==> config.mk <==
export PLATFORM = sky130hd
export DESIGN_NAME = approx_mul_err_sweeper
export DESIGN_NICKNAME = d
export VERILOG_FILES = /design/src/rtl/approx_mul_err_sweeper.sv
export SDC_FILE = /design/constraint.sdc
export NUM_CORES = 1
export LEC_CHECK = 0
export ABC_CLOCK_PERIOD_IN_PS = 15650
export BUFFER_PORTS_ARGS = -buffer_cell sky130_fd_sc_hd__buf_4
export CELL_PAD_IN_SITES_DETAIL_PLACEMENT = 1
export CELL_PAD_IN_SITES_GLOBAL_PLACEMENT = 1
export CORE_MARGIN = 2
export CORE_UTILIZATION = 40
export CTS_BUF_LIST = sky130_fd_sc_hd__clkbuf_4 sky130_fd_sc_hd__clkbuf_8 sky130_fd_sc_hd__clkbuf_16
export CTS_CLUSTER_DIAMETER = 120
export CTS_CLUSTER_SIZE = 28
export DETAILED_ROUTE_END_ITERATION = 10
export PLACE_DENSITY = 0.75
export SKIP_CTS_REPAIR_TIMING = 1
export SLEW_MARGIN = 20
export SYNTH_ARGS = -nofsm -noshare
export SYNTH_HDL_FRONTEND = slang
export SYNTH_SLANG_ARGS = --single-unit
==> constraint.sdc <==
create_clock -name clk -period 15.65 [get_ports clk]
set_input_delay 0.7825 -clock clk [delete_from_list [all_inputs] [get_ports clk]]
set_output_delay 0.7825 -clock clk [all_outputs]
set_load 0.02 [all_outputs]
==> src/rtl/approx_mul_err_sweeper.sv <==
// Sweeps every operand pair through an external approximate multiplier and
// accumulates correct/wrong counts plus total and maximum error distance.
module approx_mul_err_sweeper #(
    parameter int W     = 8,
    parameter int START = 1,
    parameter int ERR_W = 32
) (
    input  logic             clk,
    input  logic             rst_n,
    input  logic             start,
    input  logic             abort,
    output logic [W-1:0]     op_a,
    output logic [W-1:0]     op_b,
    input  logic [2*W-1:0]   approx_p,
    output logic             busy,
    output logic             done,
    output logic [2*W:0]     num_correct,
    output logic [2*W:0]     num_wrong,
    output logic [ERR_W-1:0] err_sum,
    output logic [2*W-1:0]   err_max
);

    typedef enum logic [1:0] {IDLE, RUN, DRAIN} state_t;

    localparam logic [W-1:0] START_V = W'(START);
    localparam logic [W-1:0] MAX_V   = {W{1'b1}};

    state_t             state_q, state_d;
    logic [W-1:0]       op_a_q, op_a_d, op_b_q, op_b_d;
    logic               v1_q, v1_d;
    logic [2*W-1:0]     dist_q, dist_d;
    logic               done_q, done_d;
    logic [2*W:0]       num_correct_q, num_correct_d, num_wrong_q, num_wrong_d;
    logic [ERR_W-1:0]   err_sum_q, err_sum_d;
    logic [2*W-1:0]     err_max_q, err_max_d;

    logic               accept;
    logic               last_pair;
    logic [2*W-1:0]     exact;
    logic [ERR_W:0]     sum_ext;

    always_ff @(posedge clk or negedge rst_n) begin
        if (!rst_n) begin
            state_q       <= IDLE;
            op_a_q        <= '0;
            op_b_q        <= '0;
            v1_q          <= 1'b0;
            dist_q        <= '0;
            done_q        <= 1'b0;
            num_correct_q <= '0;
            num_wrong_q   <= '0;
            err_sum_q     <= '0;
            err_max_q     <= '0;
        end else begin
            state_q       <= state_d;
            op_a_q        <= op_a_d;
            op_b_q        <= op_b_d;
            v1_q          <= v1_d;
            dist_q        <= dist_d;
            done_q        <= done_d;
            num_correct_q <= num_correct_d;
            num_wrong_q   <= num_wrong_d;
            err_sum_q     <= err_sum_d;
            err_max_q     <= err_max_d;
        end
    end

    assign accept    = (state_q == IDLE) && start && !abort;
    assign last_pair = (op_a_q == MAX_V) && (op_b_q == MAX_V);

    // DRAIN lasts one cycle: the last pair's stage-1 result is consumed on its way out.
    always_comb begin
        state_d = state_q;
        case (state_q)
            IDLE:    if (accept) state_d = RUN;
            RUN:     if (abort) state_d = IDLE;
                     else if (last_pair) state_d = DRAIN;
            DRAIN:   state_d = IDLE;
            default: state_d = IDLE;
        endcase
    end

    always_comb begin
        op_a_d        = op_a_q;
        op_b_d        = op_b_q;
        num_correct_d = num_correct_q;
        num_wrong_d   = num_wrong_q;
        err_sum_d     = err_sum_q;
        err_max_d     = err_max_q;

        exact   = {{W{1'b0}}, op_a_q} * {{W{1'b0}}, op_b_q};
        dist_d  = (approx_p >= exact) ? (approx_p - exact) : (exact - approx_p);
        v1_d    = (state_q == RUN) && !abort;
        done_d  = (state_q == DRAIN) && !abort;
        sum_ext = {1'b0, err_sum_q} + (ERR_W+1)'(dist_q);

        if (state_q == RUN && !abort && !last_pair) begin
            if (op_b_q != MAX_V) begin
                op_b_d = op_b_q + 1'b1;
            end else begin
                op_b_d = START_V;
                op_a_d = op_a_q + 1'b1;
            end
        end

        // An abort discards the pair still sitting in stage 1.
        if (v1_q && !abort) begin
            if (dist_q == '0) num_correct_d = num_correct_q + 1'b1;
            else              num_wrong_d   = num_wrong_q + 1'b1;
            err_sum_d = sum_ext[ERR_W] ? {ERR_W{1'b1}} : sum_ext[ERR_W-1:0];
            if (dist_q > err_max_q) err_max_d = dist_q;
        end

        if (accept) begin
            op_a_d        = START_V;
            op_b_d        = START_V;
            num_correct_d = '0;
            num_wrong_d   = '0;
            err_sum_d     = '0;
            err_max_d     = '0;
        end
    end

    always_comb begin
        busy        = (state_q == RUN) || (state_q == DRAIN);
        done        = done_q;
        op_a        = op_a_q;
        op_b        = op_b_q;
        num_correct = num_correct_q;
        num_wrong   = num_wrong_q;
        err_sum     = err_sum_q;
        err_max     = err_max_q;
    end

endmodule

==> impl_metrics.toml <==
[clock_network]
clockBufferDepth = 2
clock-sinks = 118
cts_tree = "done"
cts_buffers = 17
clk_pin_slew_ns = 0.06
cts.root.buffer_cell = "clkbuf_16"
insertion_delay_ns = 0.43
htreeDepth = 4

[die]
die_h_um = 163.0
chipWidth_um = 163.0
pin_count = 120
floorplan.initialDensity_pct = 40.41
core-area_um2 = 25040
num_rows = 58
die_area_um2 = 26580

[final_layout]
layout.nets = 1396
synthToLayoutAreaGrowth_pct = 17.19
drive_gt1_share_pct = 14.63
final_common_cell = "buf_4"
final_cell_mix = "buf_4 (125), dfrtp_1 (118), inv_1 (113)"
diodes = 0

[power_and_ir_drop]
power.leakage_uw = 0.006164
p_total_uw = 1606
peakVddDrop_v = 0.00008155
powerDensity_nw_per_um2 = 135.5

[synthesis]
yosysWarnings = 0
ys_ff_latch = 118
yosysSeqAreaShare_pct = 29.18
muxShareOfSynthArea_pct = 2.696
synth_fa_ha_area_share_pct = 20.82
synth_edf_count = 0
syn_inst = 1135
synth_fp_nets = 1300
synth-simple-area-share_pct = 17.65
synth_compound_area_share_pct = 17.18
syn-cell-area_um2 = 10120
async_flop_share_pct = 100.0
synthDistinctLibCells = 65
synth_xor_area_share_pct = 6.232
synth_top_family_by_area = "adder cells"
avgSynthCellArea_um2 = 8.915
ys.flop_type = "dfrtp_1"

[timing]
rsz0062_at_grt = "false"
worst_slew_pin_slew_ns = 1.052
max_freq_mhz = 149.1
slew_headroom_pct = 29.63
slew_viol_final = 0
skew_ns = 0.009648
setup_viol = 0
finalSetupTns_ns = 0
period_share_pct = 42.85
period_needed_ns = 6.706
hold_viol_final = 0

[routing]
drc = 0
drt.antenna.violating_nets = 0
firstDrtPassIters = 4
wl_per_cell_um = 17.81
wl_um = 28040
num_vias = 8599
avgViaCountPerCell = 5.463
drt-initial-drc-count = 372

[worst_setup_path]
cp_common_cell = "fa_1"
worstSetupPathType = "register to register"
cpPeakStageDelay_ns = 0.55
path_max_fanout = 21
cp_num_buf_inv = 3
cp.arrival_ns = 7.05
worstPathRequired_ns = 15.99
worstSetupEndpointType = "register"
critical-path-top-delay-family = "adder cells"
cp-start-kind = "register"
critPathSlowestCell = "dfrtp_1"

[flow_run]
maxCapViolCount = 0

[grt]
grt_antenna_before_repair = 0
grt_use_total_pct = 21.75
grt_max_degree = 67
grt_pass1_vias = 9074
grt-ovfl-total = 0
grt_pass1_wl_um = 46080

[placement]
port-buffer-count = 119
gp_congestion = 0.8764
dp_hpwl_um = 21350

[worst_hold_path]
holdCritPathClass = "input pin to async pin"

[run_status]
status = "finished clean"
-- power breakdown --
group	leakage, uW	internal, uW	switching [uW]
registers	0.00158	367	94.1
clock network	0.000264	228	154
logic	0.00432	318	445
total	0.00616	913	694
-- sequential cells by signal, summed over array words and instances, names as in the netlist --
| register | flops |
|---|---|
| err_max | 16 |
| dist_q | 16 |
| v1_q | 1 |
| num_wrong | 17 |
| state_q | 2 |
| num_correct | 17 |
| op_a | 8 |
| done | 1 |
| err_sum | 32 |
| op_b | 8 |
-- area by class of cell --
type | count | area (um^2)
flip-flops and latches | 118 | 2953
clock buffers | 19 | 452.9
multi-input cells | 856 | 6553
fillers | 2963 | 13180
inverters | 113 | 424.2
clock inverters | 13 | 123.9
well taps | 330 | 412.9
repair buffers | 125 | 938.4
-- metal layers --
layer | vias to the layer above | track usage [%] | share of wire [%]
met5 | - | 0 | 0
met4 | 0 | 5.994 | 1.8
met3 | 36 | 3.123 | 2.6
met2 | 126 | 37.65 | 50
met1 | 4320 | 28.43 | 45
li1 | 4117 | - | -
-- path summary, 6_finish.rpt --
kind | endpoint | slack [ns] | cells after the start | startpoint
max | dist_q[13]$_DFF_PN0_ | 8.94 | 25 | op_b[3]$_DFFE_PN0P_
min | err_sum[11]$_DFFE_PN0P_ | 0.41 | 1 | rst_n
max reg2reg | dist_q[13]$_DFF_PN0_ | 8.94 | 25 | op_b[3]$_DFFE_PN0P_
min reg2reg | err_sum[5]$_DFFE_PN0P_ | 0.52 | 1 | err_sum[5]$_DFFE_PN0P_
max in group asynchronous | err_sum[18]$_DFFE_PN0P_ | 13.88 | 2 | rst_n
min in group clk | err_sum[5]$_DFFE_PN0P_ | 0.52 | 1 | err_sum[5]$_DFFE_PN0P_
-- through the flow --
step / instances / util (%) / worst slack (ns) / instance area, um^2 / hold slack [ns]
6_report: 1574 / 47.36 / 8.944 / 11860 / 0.4141
3_5_place_dp: 1542 / 45.03 / 8.991 / 11270 / 0.5083
2_1_floorplan: 1135 / - / 9.382 / 10120 / 0.4869
3_3_place_gp: 1542 / 45.03 / 9.181 / 11270 / 0.5040
4_1_cts: 1574 / 47.33 / 8.945 / 11850 / 0.4342
5_1_grt: 1574 / 47.36 / 8.455 / 11860 / 0.4682
-- cells in the mapped netlist, types with 12 or more instances --
| cell | instances | area [um^2] |
|---|---|---|
| a21oi_1 | 68 | 340.3 |
| nand3_1 | 25 | 125.1 |
| fa_1 | 39 | 780.8 |
| xnor2_1 | 33 | 289.0 |
| nand4_1 | 23 | 143.9 |
| inv_1 | 113 | 424.2 |
| clkbuf_1 | 37 | 138.9 |
| xor2_1 | 39 | 341.6 |
| dfrtp_1 | 118 | 2953 |
| nand2_1 | 78 | 292.8 |
| mux2i_1 | 25 | 250.2 |
| or3_1 | 12 | 75.07 |
| nor3_1 | 16 | 80.08 |
| ha_1 | 106 | 1326 |
| o21ai_0 | 45 | 225.2 |
| and2_1 | 57 | 356.6 |
| nor2_1 | 85 | 319.1 |
| and3_1 | 16 | 100.1 |
| a21o_1 | 48 | 360.4 |
-- logic make-up after synthesis --
group,count (synthesis)
AO/OA/AOI/OAI,258
XOR/XNOR,72
adder cells (fa/ha/maj),145
buffers and inverters,161
flip-flops,118
multiplexers,27
AND/OR/NAND/NOR,354
Note: power is estimated with default switching activity, not from simulation.
